==> config.mk <==
export PLATFORM = sky130hd
export DESIGN_NAME = hdlc_tx_framer
export DESIGN_NICKNAME = d
export VERILOG_FILES = /design/src/rtl/hdlc_pkg.sv /design/src/rtl/hdlc_tx_fcs.sv /design/src/rtl/hdlc_tx_framer.sv
export SDC_FILE = /design/constraint.sdc
export NUM_CORES = 1
export LEC_CHECK = 0
export BUFFER_PORTS_ARGS = -buffer_cell sky130_fd_sc_hd__buf_2
export CAP_MARGIN = 20
export CORE_ASPECT_RATIO = 1.4
export CORE_MARGIN = 2
export CORE_UTILIZATION = 63
export DETAILED_ROUTE_END_ITERATION = 10
export PLACE_DENSITY = 0.82
export SLEW_MARGIN = 20
export SYNTH_ARGS = -nofsm -noshare
export SYNTH_HDL_FRONTEND = slang
export SYNTH_SLANG_ARGS = --single-unit
==> constraint.sdc <==
create_clock -name Clk -period 4 [get_ports Clk]
set_input_delay 0.2 -clock Clk [delete_from_list [all_inputs] [get_ports Clk]]
set_output_delay 0.2 -clock Clk [all_outputs]
set_load 0.005 [all_outputs]
==> src/rtl/hdlc_pkg.sv <==
// Shared HDLC definitions: transmitter states, flag/abort patterns, CRC-16 constants.
// Pure declarations; no timing or flow-control behaviour of its own.
package hdlc_pkg;

    typedef enum logic [2:0] {
        ST_IDLE,
        ST_START_FLAG,
        ST_DATA,
        ST_FCS,
        ST_END_FLAG,
        ST_ABORT
    } tx_state_e;

    localparam logic [7:0]  FLAG          = 8'h7E;
    localparam logic [7:0]  ABORT         = 8'hFE;
    localparam logic [15:0] CRC_POLY      = 16'h1021;
    localparam logic [15:0] CRC_INIT      = 16'hFFFF;
    localparam int          MAX_BYTES_DEF = 126;
    localparam logic [2:0]  STUFF_RUN     = 3'd5;

    // The line is LSB first, so the CRC register shifts right with the mirrored polynomial.
    function automatic logic [15:0] reflect16(input logic [15:0] v);
        logic [15:0] r;
        for (int i = 0; i < 16; i++) begin
            r[i] = v[15-i];
        end
        return r;
    endfunction

endpackage

==> src/rtl/hdlc_tx_fcs.sv <==
// Serial CRC-16 (x^16+x^12+x^5+1) over LSB-first bits; register updates one cycle after bit_vld_i.
// No backpressure: a bit is consumed on every cycle bit_vld_i is high; clr_i wins over bit_vld_i.
module hdlc_tx_fcs
    import hdlc_pkg::*;
(
    input  logic        clk_i,
    input  logic        rst_n_i,
    input  logic        clr_i,
    input  logic        bit_vld_i,
    input  logic        bit_i,
    output logic [15:0] crc_o
);

    localparam logic [15:0] POLY_REFL = reflect16(CRC_POLY);

    logic [15:0] crc_q, crc_d;
    logic        fb;

    always_comb begin
        crc_d = crc_q;
        fb    = crc_q[0] ^ bit_i;
        if (clr_i) begin
            crc_d = CRC_INIT;
        end else if (bit_vld_i) begin
            crc_d = {1'b0, crc_q[15:1]} ^ (fb ? POLY_REFL : 16'h0000);
        end
    end

    always_ff @(posedge clk_i or negedge rst_n_i) begin
        if (!rst_n_i) begin
            crc_q <= CRC_INIT;
        end else begin
            crc_q <= crc_d;
        end
    end

    assign crc_o = crc_q;

endmodule

==> src/rtl/hdlc_tx_framer.sv <==
// HDLC transmit framer: buffers bytes, then sends flag/stuffed data/FCS/flag one bit per cycle.
// First flag bit appears the cycle after Tx_Enable; writes are dropped outside IDLE or when full.
module hdlc_tx_framer
    import hdlc_pkg::*;
#(
    parameter int MAX_BYTES = MAX_BYTES_DEF
) (
    input  logic       Clk,
    input  logic       Rst,
    input  logic [7:0] Tx_Data,
    input  logic       Tx_WrBuff,
    input  logic       Tx_Enable,
    input  logic       Tx_AbortFrame,
    input  logic       Tx_FCSen,
    output logic       Tx,
    output logic       Tx_ValidFrame,
    output logic       Tx_Done,
    output logic       Tx_Full,
    output logic       Tx_AbortedTrans,
    output logic [7:0] Tx_FrameSize
);

    localparam int AW = (MAX_BYTES > 1) ? $clog2(MAX_BYTES) : 1;

    tx_state_e   state_q, state_d;
    logic [2:0]  bit_cnt_q, bit_cnt_d;
    logic [3:0]  fcs_cnt_q, fcs_cnt_d;
    logic [7:0]  byte_idx_q, byte_idx_d;
    logic [7:0]  size_q, size_d;
    logic [2:0]  ones_q, ones_d;
    logic        fcs_en_q, fcs_en_d;
    logic [7:0]  mem_q [MAX_BYTES];

    logic        wr_en;
    logic [7:0]  cur_byte;
    logic [15:0] crc;
    logic        crc_clr, crc_vld, crc_bit;
    logic        stuff;
    logic        tx_bit, valid, aborted;

    assign cur_byte = mem_q[byte_idx_q[AW-1:0]];
    assign stuff    = (ones_q == STUFF_RUN);

    always_comb begin
        state_d    = state_q;
        bit_cnt_d  = bit_cnt_q;
        fcs_cnt_d  = fcs_cnt_q;
        byte_idx_d = byte_idx_q;
        size_d     = size_q;
        ones_d     = ones_q;
        fcs_en_d   = fcs_en_q;
        tx_bit     = 1'b1;
        valid      = 1'b0;
        aborted    = 1'b0;
        crc_clr    = 1'b0;
        crc_vld    = 1'b0;
        crc_bit    = 1'b0;
        wr_en      = 1'b0;

        case (state_q)
            ST_IDLE: begin
                crc_clr   = 1'b1;
                ones_d    = 3'd0;
                bit_cnt_d = 3'd0;
                wr_en     = Tx_WrBuff && !Tx_Full;
                if (wr_en) begin
                    size_d = size_q + 8'd1;
                end
                if (Tx_Enable && (size_q != 8'd0)) begin
                    state_d  = ST_START_FLAG;
                    fcs_en_d = Tx_FCSen;
                end
            end

            ST_START_FLAG: begin
                valid     = 1'b1;
                tx_bit    = FLAG[bit_cnt_q];
                bit_cnt_d = bit_cnt_q + 3'd1;
                if (Tx_AbortFrame) begin
                    state_d   = ST_ABORT;
                    bit_cnt_d = 3'd0;
                end else if (bit_cnt_q == 3'd7) begin
                    state_d    = ST_DATA;
                    byte_idx_d = 8'd0;
                end
            end

            ST_DATA, ST_FCS: begin
                valid = 1'b1;
                if (stuff) begin
                    // Inserted zero: payload position and CRC stay put.
                    tx_bit = 1'b0;
                    ones_d = 3'd0;
                end else begin
                    tx_bit = (state_q == ST_DATA) ? cur_byte[bit_cnt_q] : ~crc[fcs_cnt_q];
                    ones_d = tx_bit ? ones_q + 3'd1 : 3'd0;
                    if (state_q == ST_DATA) begin
                        crc_vld   = 1'b1;
                        crc_bit   = tx_bit;
                        bit_cnt_d = bit_cnt_q + 3'd1;
                        if (bit_cnt_q == 3'd7) begin
                            byte_idx_d = byte_idx_q + 8'd1;
                            if (byte_idx_q == size_q - 8'd1) begin
                                state_d   = fcs_en_q ? ST_FCS : ST_END_FLAG;
                                fcs_cnt_d = 4'd0;
                            end
                        end
                    end else begin
                        fcs_cnt_d = fcs_cnt_q + 4'd1;
                        if (fcs_cnt_q == 4'd15) begin
                            state_d = ST_END_FLAG;
                        end
                    end
                end
                if (Tx_AbortFrame) begin
                    state_d   = ST_ABORT;
                    bit_cnt_d = 3'd0;
                end
            end

            ST_END_FLAG: begin
                valid = 1'b1;
                // A payload ending in five ones still owes its stuffed zero before the flag.
                if ((bit_cnt_q == 3'd0) && stuff) begin
                    tx_bit = 1'b0;
                    ones_d = 3'd0;
                end else begin
                    tx_bit    = FLAG[bit_cnt_q];
                    bit_cnt_d = bit_cnt_q + 3'd1;
                    if (bit_cnt_q == 3'd7) begin
                        state_d = ST_IDLE;
                        size_d  = 8'd0;
                    end
                end
            end

            ST_ABORT: begin
                valid     = 1'b1;
                tx_bit    = ABORT[bit_cnt_q];
                bit_cnt_d = bit_cnt_q + 3'd1;
                if (bit_cnt_q == 3'd7) begin
                    aborted = 1'b1;
                    state_d = ST_IDLE;
                    size_d  = 8'd0;
                end
            end

            default: begin
                state_d = ST_IDLE;
            end
        endcase
    end

    always_ff @(posedge Clk or negedge Rst) begin
        if (!Rst) begin
            state_q    <= ST_IDLE;
            bit_cnt_q  <= 3'd0;
            fcs_cnt_q  <= 4'd0;
            byte_idx_q <= 8'd0;
            size_q     <= 8'd0;
            ones_q     <= 3'd0;
            fcs_en_q   <= 1'b0;
        end else begin
            state_q    <= state_d;
            bit_cnt_q  <= bit_cnt_d;
            fcs_cnt_q  <= fcs_cnt_d;
            byte_idx_q <= byte_idx_d;
            size_q     <= size_d;
            ones_q     <= ones_d;
            fcs_en_q   <= fcs_en_d;
        end
    end

    always_ff @(posedge Clk) begin
        if (wr_en) begin
            mem_q[size_q[AW-1:0]] <= Tx_Data;
        end
    end

    hdlc_tx_fcs u_fcs (
        .clk_i     (Clk),
        .rst_n_i   (Rst),
        .clr_i     (crc_clr),
        .bit_vld_i (crc_vld),
        .bit_i     (crc_bit),
        .crc_o     (crc)
    );

    assign Tx              = tx_bit;
    assign Tx_ValidFrame   = valid;
    assign Tx_AbortedTrans = aborted;
    assign Tx_Done         = (state_q == ST_IDLE) && (size_q == 8'd0);
    assign Tx_Full         = (size_q == 8'(MAX_BYTES));
    assign Tx_FrameSize    = size_q;

endmodule
## Yosys cells after proc, flatten, opt, wreduce, memory -nomap -nowiden

Memories as Yosys holds them, arrays and structs flattened.
Index checks and enable logic that the tools add are counted.

| word-level totals | value |
|---|---|
| register bits after elaboration | 46 |
| RAM bits | 1,008 |
| bits in read-only memories | 16 |
| input port bits | 14 |
| output and inout port bits | 13 |
| logic and storage cells | 135 |
| memories | 3 |

Memories:

| name | words | width | rd ports | clocked after memory_dff | write ports | RTL line | source |
|---|---|---|---|---|---|---|---|
| mem_q | 126 | 8 | 1 | 0 | 1 | hdlc_tx_framer.sv:32 | `logic [7:0] mem_q [MAX_BYTES];` |
| (name not given) | 8 | 1 | 1 | 0 | 0 | hdlc_tx_framer.sv:139 | `tx_bit = ABORT[bit_cnt_q];` |
| (name not given) | 8 | 1 | 1 | 0 | 0 | hdlc_tx_framer.sv:128 | `tx_bit = FLAG[bit_cnt_q];` |

| cells by class | value |
|---|---|
| add/sub/neg operators | 6 |
| magnitude comparators | 2 |
| eq/ne operators | 27 |
| muxes and demuxes | 62 |
| bitwise logic cells | 4 |
| reduce and logical (&&, ||, !) cells | 23 |

Operators with widths:

| cell | count |
|---|---|
| $mux 8 | 8 |
| $mux 3 | 20 |
| $mux 16 | 3 |
| $pmux 3 s5 | 2 |
| $pmux 8 s3 | 1 |
| $mux 1 | 20 |
| $ne 2x2->1 const B | 10 |
| $add 8x1->8 const B | 2 |
| $pmux 8 s2 | 1 |
| $xor 15x16->16 | 1 |
| $eq 3x3->1 const B | 4 |
| $mux 4 | 3 |
| $ne 4x4->1 const B | 3 |
| $ne 3x3->1 const B | 3 |
| $pmux 3 s3 | 1 |
| $eq 8x7->1 const B | 1 |
| $eq 8x8->1 | 1 |
| $logic_not 8->1 | 1 |
| $reduce_and 4->1 | 2 |
| $reduce_bool 8->1 | 1 |
| $sub 8x1->8 const B | 1 |
| $reduce_and 7->1 | 1 |
| $add 3x1->3 const B | 2 |
| $eq 3x2->1 const B | 2 |
| other kinds (22) | 30 |

## Logic depth before layout (Yosys ltp)

Gate-level depths: netlist of the first run.

| depth | value |
|---|---|
| depth in word-level cells | 12 |
| mapped depth | 15 |
| depth with buffers taken out | 11 |

## By module

From an unflattened synthesis of the first run, not the netlist that was laid out.

| second synthesis, totals | value |
|---|---|
| cells, all modules | 2,221 |
| area total of the unflattened synthesis | 42,250.5 um^2 |

By module, submodules not included:

| module | instances | cells each | area each (um^2) | seq. area each (um^2) |
|---|---|---|---|---|
| hdlc_tx_framer | 1 | 2,165 | 41,509.8 | 31,019.8 |
| hdlc_tx_fcs | 1 | 56 | 740.7 | 420.4 |

## Least setup slack after synthesis of the first run

Ideal clock, no wire load.

| timing path | value |
|---|---|
| kind | reg2reg |
| start | register size_q[0], in the netlist Tx_FrameSize[0] |
| end | register state_q[1] |
| data arrival time | 2.936 ns |
| data required time | 3.875 ns |
| path slack | 0.939 ns |
| cell stages (with the launch flop) | 11 |
| clock period less this slack | 3.061 ns |
| path through | dfrtp_1 > clkbuf_1 > inv_1 > ha_1 > nor2b_1 > nand2_1 > or4_1 > a2111oi_2 > nor3_1 > nor4_2 > mux2_2 |

| between the ends | value |
|---|---|
| word-level cells in the longest chain between the ends | 4 |

RTL lines:

| what | RTL line | source |
|---|---|---|
| from (decl) | hdlc_tx_framer.sv:29 | `logic [7:0] size_q, size_d;` |
| from (signal assigned) | hdlc_tx_framer.sv:168 | `size_q <= size_d;` |
| $sub 8x1->8 / $reduce_bool 8->1 (equally long branches) | hdlc_tx_framer.sv:103, hdlc_tx_framer.sv:69 |  |
| $eq 8x8->1 / $logic_and 1x1->1 (equally long branches) | hdlc_tx_framer.sv:103, hdlc_tx_framer.sv:69 |  |
| $ne 4x4->1 (no source line) / $ne 2x2->1 (equally long branches) | n/a |  |
| $reduce_and 7->1 (no source line) (*) | n/a |  |
| to (signal assigned) | hdlc_tx_framer.sv:164 | `state_q <= state_d;` |
| to (decl) | hdlc_tx_framer.sv:25 | `tx_state_e state_q, state_d;` |

Every way passes the cells marked *; elsewhere a longest branch is shown, timed or not.
A chain may end at the register's enable or synchronous reset.

## Worst setup path after layout of the first run

| timing path | value |
|---|---|
| start | register byte_idx_q[1] |
| end | output Tx |

| between the ends | value |
|---|---|
| word-level cells in the longest chain between the ends | 6 |

RTL lines:

| what | RTL line | source |
|---|---|---|
| from (decl) | hdlc_tx_framer.sv:28 | `logic [7:0] byte_idx_q, byte_idx_d;` |
| from (signal assigned) | hdlc_tx_framer.sv:167 | `byte_idx_q <= byte_idx_d;` |
| $mem_v2 126x8 | n/a |  |
| $bmux 1 s3 | hdlc_tx_framer.sv:95 | `tx_bit = (state_q == ST_DATA) ? cur_byte[bit_cnt_q] : ~crc[fcs_cnt_q];` |
| $mux 1 (implied by the code) | hdlc_tx_framer.sv:95 |  |
| $mux 1 | hdlc_tx_framer.sv:95 |  |
| $mux 1 | hdlc_tx_framer.sv:90 | `if (stuff) begin` |
| $pmux 1 s4 | hdlc_tx_framer.sv:60 | `case (state_q)` |
| to (decl) | hdlc_tx_framer.sv:15 | `output logic Tx,` |

No other way between the ends. The select of a mux whose other input is x is not followed.

==> results.py, run 1 <==
metrics = {
    "outcome": {
        "status": "complete, but fails checks",
        "failing_checks": "setup timing",
    },
    "sta": {
        "final.setup_skew_ns": 0.0214,
        "postLayoutSetupSlackWorst_ns": -0.479,
        "final_hold_slack_ns": 0.0892,
        "achievable-frequency_mhz": 223,
        "final-max-slew-violation-count": 0,
        "hold_violations": 0,
        "final.period_utilization_pct": 112,
        "rsz0062_at_grt": "true",
        "worstMarginPinSlew_ns": 1.05,
        "slew_headroom_pct": 29.5,
        "period_needed_ns": 4.48,
        "setup_failing_eps_final": 1,
    },
    "critical_path": {
        "required_ns": 3.80,
        "critPathTopFamily": "compound AO/OA/AOI/OAI gates",
        "timing.critical_path.mode_cell": "buf_6",
        "path_buf_inv": 5,
        "critPathMaxFanout": 34,
        "type_of_element_capturing_the_critical_path": "output port",
        "setup.worst_path.class": "reg2out",
        "timing.critical_path.slowest_cell_delay_ns": 0.51,
        "crit_slowest_cell": "dfrtp_4",
        "worst_setup_path_start_kind": "register",
        "worst_ep_arrival_time_ns": 4.28,
        "crit_chain": "buf_4 -> buf_12 -> buf_6 -> mux4_2 -> a22oi_1 -> o211ai_1 -> o311a_1 -> o31a_1 -> a211oi_2 -> nor4_4 -> buf_6 -> o211ai_4 -> o311ai_2 -> buf_2",
    },
    "power_and_ir_drop": {
        "worst_ir_drop_vdd_uv": 417,
        "power_switching_share_pct": 24.7,
        "total_switching_power_mw": 5.79,
        "p_clk_share_pct": 36.0,
        "seqPwrFrac_pct": 53.2,
        "power.share.combinational_pct": 10.8,
        "cellLeakagePower_nw": 15.0,
        "power_per_cell_area_mw_per_mm2": 486,
        "internal_power_mw": 17.6,
    },
    "yosys": {
        "synth_edf_count": 1008,
        "synth_seq_cells": 1054,
        "synth.avg_cell_area_um2": 18.7,
        "synth_fp_nets": 2309,
        "postSynth.asyncResetShare_pct": 4.36,
        "yosys_most_used_dff": "edfxtp_1",
        "syn_inst": 2282,
        "seq_area_frac_synth_pct": 73.5,
        "syn-cell-area_mm2": 0.0428,
        "count_of_warnings_emitted_by_yosys": 0,
        "yosys.cell_types.count": 82,
    },
    "route": {
        "totalWireLength_mm": 116,
        "routedLengthMet1_mm": 36.8,
        "drtIter0Drc": 3585,
        "remaining_drc_errors": 0,
        "topRoutingLayerUsed": "met5",
        "avg_vias_per_cell": 7.17,
        "vias": 24500,
        "detail_route.first_pass.iterations": 7,
        "routed_wire_length_per_instance_um": 34.1,
        "met2RoutedLength_mm": 57.7,
        "dr_wl_met3_mm": 13.0,
        "ant_nets": 0,
    },
    "placement": {
        "dpl_worst_slack_ns": -0.299,
        "gp_routability_congestion": 0.974,
        "count_of_input_and_output_buffers": 26,
        "dp_hpwl_mm": 69.3,
        "dpl-instance-area_mm2": 0.0445,
    },
    "layout": {
        "multiInputGateArea_mm2": 0.0106,
        "finish.instance_area_mm2": 0.0483,
        "area_growth_pct": 12.8,
        "final-seq-area_mm2": 0.0315,
        "design.final.nets": 2503,
        "mostFrequentLayoutCell": "edfxtp_1",
        "n_fill_cell": 3682,
        "fraction_of_layout_instances_using_a_drive_strength_above_1_pct": 24.7,
        "final_cell_mix": "1008 x edfxtp_1, 176 x mux4_2, 174 x buf_4, 168 x nor2_1, 143 x mux2i_1",
    },
    "cts": {
        "clkSlewWorstSetupHoldPaths_ns": 0.07,
        "cts_inserted_buffers": 90,
        "clock-sinks": 1054,
        "clock_latency_ns": 0.67,
        "cts.path.max_buffers": 3,
        "tritoncts": "done",
        "h-tree-depth": 3,
        "clock-root-buffer": "clkbuf_16",
    },
    "floorplan": {
        "core_region_area_mm2": 0.0676,
        "die-area_mm2": 0.0700,
        "die_h_um": 312,
        "die_w_um": 224,
        "floorplan.initialDensity_pct": 63.3,
        "top_level_ports": 27,
        "rows": 113,
    },
    "worst_hold_path": {
        "hold_path.class": "in2reg",
    },
    "global_routing": {
        "grt_start_max_net_pins": 106,
        "antenna_found_initial": 2,
        "grt_first_pass_wirelength_mm": 165,
        "global_route.overflow_total": 0,
        "grt_pass1_vias": 24400,
        "gr-usage-all-layers_pct": 33.1,
    },
    "flow_run": {
        "cap_violations": 0,
    },
}
worst register-to-register path, delay by kind of cell, from the launching register on:
family,cells,cell delay [ns]
AND/OR/NAND/NOR,4,1.11
AO/OA/AOI/OAI,4,1.10
buffers and inverters,4,0.78
flip-flops,1,0.57
XOR/XNOR,1,0.21
final cells by class:
cell class                      count  share of cell area (%)
Antenna cell                        1                 0.00519
Inverter                           21                   0.163
Multi-Input combinational cell   1071                    21.9
Sequential cell                  1054                    65.2
Clock buffer                      120                    5.09
Timing Repair Buffer              238                    4.72
Tap cell                          862                    2.24
Clock inverter                     45                   0.669
metrics by stage:
stage | TNS [ns] | power (mW) | utilization (%) | cells
after floorplan | 0 | 13.8 | - | 2282
after global placement | -1.28 | 14.9 | 65.8 | 3197
after detailed placement | -1.46 | 15.0 | 65.8 | 3197
after CTS | -0.371 | 23.2 | 70.6 | 3379
after global routing | -0.480 | 23.9 | 71.4 | 3411
final | -0.479 | 23.4 | 71.4 | 3412
metal layers:
metal / vias up / GRT usage, %
met5: - / 0
met4: 4 / 20.5
met3: 499 / 6.84
met2: 2116 / 54.2
met1: 12200 / 40.8
li1: 9668 / -
cells by family (layout without fill, tap and decap cells):
kind of cell               after synthesis  after routing  share of synthesized area (%)
xor gates and xnor gates                12             12                          0.310
and+or+nand+nor                        408            408                           4.31
adders and majority gates               13             13                          0.380
muxes                                  367            367                           14.5
DFF                                   1054           1054                           73.5
buffers and inverters                  157            424                           2.41
other                                    0              1                              0
AOI/OAI and AO/OA                      271            271                           4.55
path summary, 6_finish.rpt:
kind / from / end / slack [ns] / cells past startpoint
max in group asynchronous: Rst / byte_idx_q[0]$_DFFE_PN0P_ / 3.41 / 2
hold reg to reg: u_fcs.crc_o[1]$_DFFE_PN1P_ / u_fcs.crc_o[0]$_DFFE_PN1P_ / 0.50 / 2
setup reg to reg: byte_idx_q[4]$_DFFE_PN0P_ / u_fcs.crc_o[10]$_DFFE_PN1P_ / 0.16 / 13
hold / removal: Tx_Data[2] / mem_q[49][2]$_DFFE_PP_ / 0.09 / 1
setup / recovery: byte_idx_q[1]$_DFFE_PN0P_ / Tx / -0.48 / 14
min in group asynchronous: Rst / Tx_FrameSize[5]$_DFFE_PN0P_ / 0.11 / 2
power groups by stage:
stage	logic, mW	clock network (mW)	registers (mW)
floorplan	1.27	0	12.6
global placement	2.21	0	12.7
detailed placement	2.26	0	12.7
CTS	2.35	8.41	12.5
global route	2.60	8.81	12.5
finish	2.53	8.44	12.5
synth_stat cells (14+ instances only):
library cell	count	area, µm²
edfxtp_1	1008	30300
mux4_2	173	3900
nor2_1	169	634
mux2i_1	146	1460
nand2_1	111	417
clkbuf_1	50	188
o21ai_0	49	245
a22oi_1	46	345
a21oi_1	43	215
buf_2	31	155
dfrtp_1	30	751
nand3_1	30	150
mux2_2	27	304
nor3_1	23	115
mux4_1	21	552
inv_1	19	71.3
a221oi_1	16	140
dfstp_2	16	420
buf_6	15	169
nor2b_1	14	87.6
flip-flops by register name, indices dropped and copies added, names as in the netlist:
name and flops:
Tx_FrameSize 8, bit_cnt_q 3, byte_idx_q 8, fcs_cnt_q 4
fcs_en_q 1, mem_q 1008, ones_q 3, state_q 3
u_fcs.crc_o 16
timing repair:
item,in CTS,in global routing
pin swaps,8,14
cloned,4,3
endpoints found under the hold margin,32,0
hold buffers,4,0
endpoints found under the setup margin,7,2
buffers inserted,10,29
resized for setup,34,45
Power figures use the tool's default switching activity.
==> run 2, diff against run 1 <==
--- a/config.mk
+++ b/config.mk
@@ -9,9 +9,9 @@
 export CAP_MARGIN = 20
 export CORE_ASPECT_RATIO = 1.4
 export CORE_MARGIN = 2
-export CORE_UTILIZATION = 63
+export CORE_UTILIZATION = 53
 export DETAILED_ROUTE_END_ITERATION = 10
-export PLACE_DENSITY = 0.82
+export PLACE_DENSITY = 0.71
 export SLEW_MARGIN = 20
 export SYNTH_ARGS = -nofsm -noshare
 export SYNTH_HDL_FRONTEND = slang
==> constraint.sdc (replaced) <==
create_clock -name Clk -period 4 [get_ports Clk]
set_input_delay 0.2 -clock Clk [delete_from_list [all_inputs] [get_ports Clk]]
set_output_delay 0.2 -clock Clk [all_outputs]
set_load 0.05 [all_outputs]
==> run 2 against run 1 <==
Net effect:
- the run still ends with setup timing left
- global-route usage down 6.1 points
- critical path type unchanged
- final cell count up 5.4%
- largest cell class unchanged
- clock power up 7.9%
==> results.py, run 2 (synthesis results as in run 1) <==
metrics = {
    "outcome": {
        "status": "complete, but fails checks",
        "failing_checks": "setup timing",
    },
    "cts": {
        "h-tree-depth": 3,
        "tritoncts": "done",
        "cts_inserted_buffers": 91,
        "clock_latency_ns": 0.67,
        "cts.path.max_buffers": 3,
        "clock-sinks": 1054,
        "clock-root-buffer": "clkbuf_16",
        "clkSlewWorstSetupHoldPaths_ns": 0.07,
    },
    "sta": {
        "hold_violations": 0,
        "worstMarginPinSlew_ns": 1.14,
        "achievable-frequency_mhz": 227,
        "final.period_utilization_pct": 110,
        "final-max-slew-violation-count": 0,
        "period_needed_ns": 4.41,
        "rsz0062_at_grt": "true",
        "final.setup_skew_ns": 0.0209,
        "postLayoutSetupSlackWorst_ns": -0.410,
        "setup_failing_eps_final": 1,
        "slew_headroom_pct": 24.1,
    },
    "global_routing": {
        "grt_pass1_vias": 23800,
        "gr-usage-all-layers_pct": 27.0,
        "global_route.overflow_total": 0,
        "antenna_found_initial": 1,
        "grt_first_pass_wirelength_mm": 162,
        "grt_start_max_net_pins": 101,
    },
    "critical_path": {
        "crit_slowest_cell": "or3b_2",
        "worst_setup_path_start_kind": "register",
        "timing.critical_path.slowest_cell_delay_ns": 0.60,
        "required_ns": 3.80,
        "type_of_element_capturing_the_critical_path": "output port",
        "ff2ff_setup_slack_ns": 0.22,
        "crit_chain": "buf_6 -> or3b_2 -> o22a_1 -> a21oi_1 -> nor4b_2 -> o21ai_0 -> a311oi_2 -> buf_4 -> nor4_4 -> o211ai_2 -> o311ai_1 -> buf_4",
        "setup.worst_path.class": "reg2out",
        "timing.critical_path.mode_cell": "buf_4",
        "worst_ep_arrival_time_ns": 4.21,
        "worst_r2r_startpoint": "byte_idx_q[3]$_DFFE_PN0P_",
        "cell_count_of_the_worst_reg_to_reg_path": 12,
        "critPathMaxFanout": 16,
        "crit-reg2reg-capture": "u_fcs.crc_o[10]$_DFFE_PN1P_",
    },
    "worst_hold_path": {
        "hold_path_depth": 3,
        "hold_path.class": "in2reg",
        "worstHoldEndpoint": "state_q[1]$_DFFE_PN0P_",
        "hold_path_origin": "Tx_AbortFrame",
    },
    "power_and_ir_drop": {
        "worst_ir_drop_vdd_uv": 782,
        "power.share.combinational_pct": 10.7,
        "cellLeakagePower_nw": 15.0,
        "power_switching_share_pct": 25.0,
        "power_per_cell_area_mw_per_mm2": 500,
        "p_clk_share_pct": 37.7,
        "total_switching_power_mw": 6.03,
        "internal_power_mw": 18.1,
        "seqPwrFrac_pct": 51.6,
    },
    "route": {
        "vias": 23200,
        "detail_route.first_pass.iterations": 6,
        "routed_wire_length_per_instance_um": 30.7,
        "ant_nets": 0,
        "totalWireLength_mm": 110,
        "remaining_drc_errors": 0,
        "drtIter0Drc": 2866,
        "avg_vias_per_cell": 6.46,
    },
    "layout": {
        "final_cell_mix": "1008 x edfxtp_1, 173 x mux4_2, 168 x nor2_1, 167 x buf_4, 144 x mux2i_1",
        "area_growth_pct": 13.0,
        "mostFrequentLayoutCell": "edfxtp_1",
        "largest_reg_flops": 1008,
        "fraction_of_layout_instances_using_a_drive_strength_above_1_pct": 24.7,
        "insertedDiodeCount": 0,
        "finish.instance_area_mm2": 0.0483,
        "final_core_util_pct": 60.3,
        "stdcell_count": 3595,
        "design.final.nets": 2483,
    },
    "floorplan": {
        "die_w_um": 244,
        "floorplan.initialDensity_pct": 53.3,
        "rows": 123,
        "die-area_mm2": 0.0830,
        "die_h_um": 340,
        "core_region_area_mm2": 0.0802,
        "top_level_ports": 27,
    },
    "placement": {
        "dp_hpwl_mm": 70.3,
        "placedCellCount": 3409,
        "dpl-instance-area_mm2": 0.0449,
        "gp_routability_congestion": 0.968,
        "count_of_input_and_output_buffers": 26,
        "dpl_worst_slack_ns": -0.0189,
    },
    "flow_run": {
        "cap_violations": 0,
    },
}
## run 2: cell count changes in the layout (fill, tap and decap cells not counted), sizes merged
| cell | change |
|---|---|
| diode | -1 |
| clkinvlp | +7 |
| bufbuf | -2 |
| buf | -17 |
| clkbuf | -15 |
| clkinv | -1 |
| inv | +3 |
| bufinv | +9 |
## run 2: routing by layer
metal / track usage, % / wire (µm)
met3: 4.97 / 9410
met2: 45.9 / 55700
met5: 0 / 13
met1: 32.6 / 38100
met4: 15.1 / 7130
## run 2: cell type report
class,count,area [µm²]
fill,5490,31800
tap,1062,1330
multi-input combinational,1071,10500
clock buffer,107,2360
inverter,21,78.8
clock inverter,63,696
sequential,1054,31500
timing repair buffer,217,1940
## run 2: how the worst max path moves through the flow
stage                                         start  endpoint  slack (ns)  cells after the start
after floorplan           byte_idx_q[0]$_DFFE_PN0P_        Tx        0.61                     13
after global placement    byte_idx_q[3]$_DFFE_PN0P_        Tx       -0.12                     11
after detailed placement  byte_idx_q[0]$_DFFE_PN0P_        Tx       -0.02                     12
after CTS                 byte_idx_q[0]$_DFFE_PN0P_        Tx       -0.38                     14
after global routing      byte_idx_q[0]$_DFFE_PN0P_        Tx       -0.45                     14
final                     byte_idx_q[3]$_DFFE_PN0P_        Tx       -0.41                     12
## run 2: through the flow
stage	total power, mW	hold WS, ns	TNS, ns
final	24.2	0.0715	-0.410
after global routing	24.7	0.0922	-0.452
after CTS	24.1	0.0104	-0.384
after detailed placement	15.2	0.0895	-0.0189
after global placement	15.1	0.0907	-0.239
after floorplan	14.0	-0.0956	0
## run 2: what timing repair did
action | in CTS | in global routing
setup buffers | 3 | 6
gates cloned | 2 | 1
pin swaps | 1 | 0
gates resized for setup | 26 | 14
hold endpoints to repair | 31 | 0
setup endpoints to repair | 1 | 1
hold buffers | 4 | 0
## run 2: power groups by stage
stage               Sequential (mW)  Combinational (mW)  Clock (mW)
finish                         12.5                2.59        9.11
global route                   12.5                2.70        9.57
CTS                            12.5                2.52        9.17
detailed placement             12.7                2.47           0
global placement               12.7                2.42           0
floorplan                      12.7                1.34           0
## run 2: critical path, delay by kind of cell, from the launching register on
kind / cells / cell delay [ns]
DFF: 1 / 0.59
AOI/OAI and AO/OA: 6 / 1.21
and+or+nand+nor: 3 / 1.05
buffers and inverters: 3 / 0.66
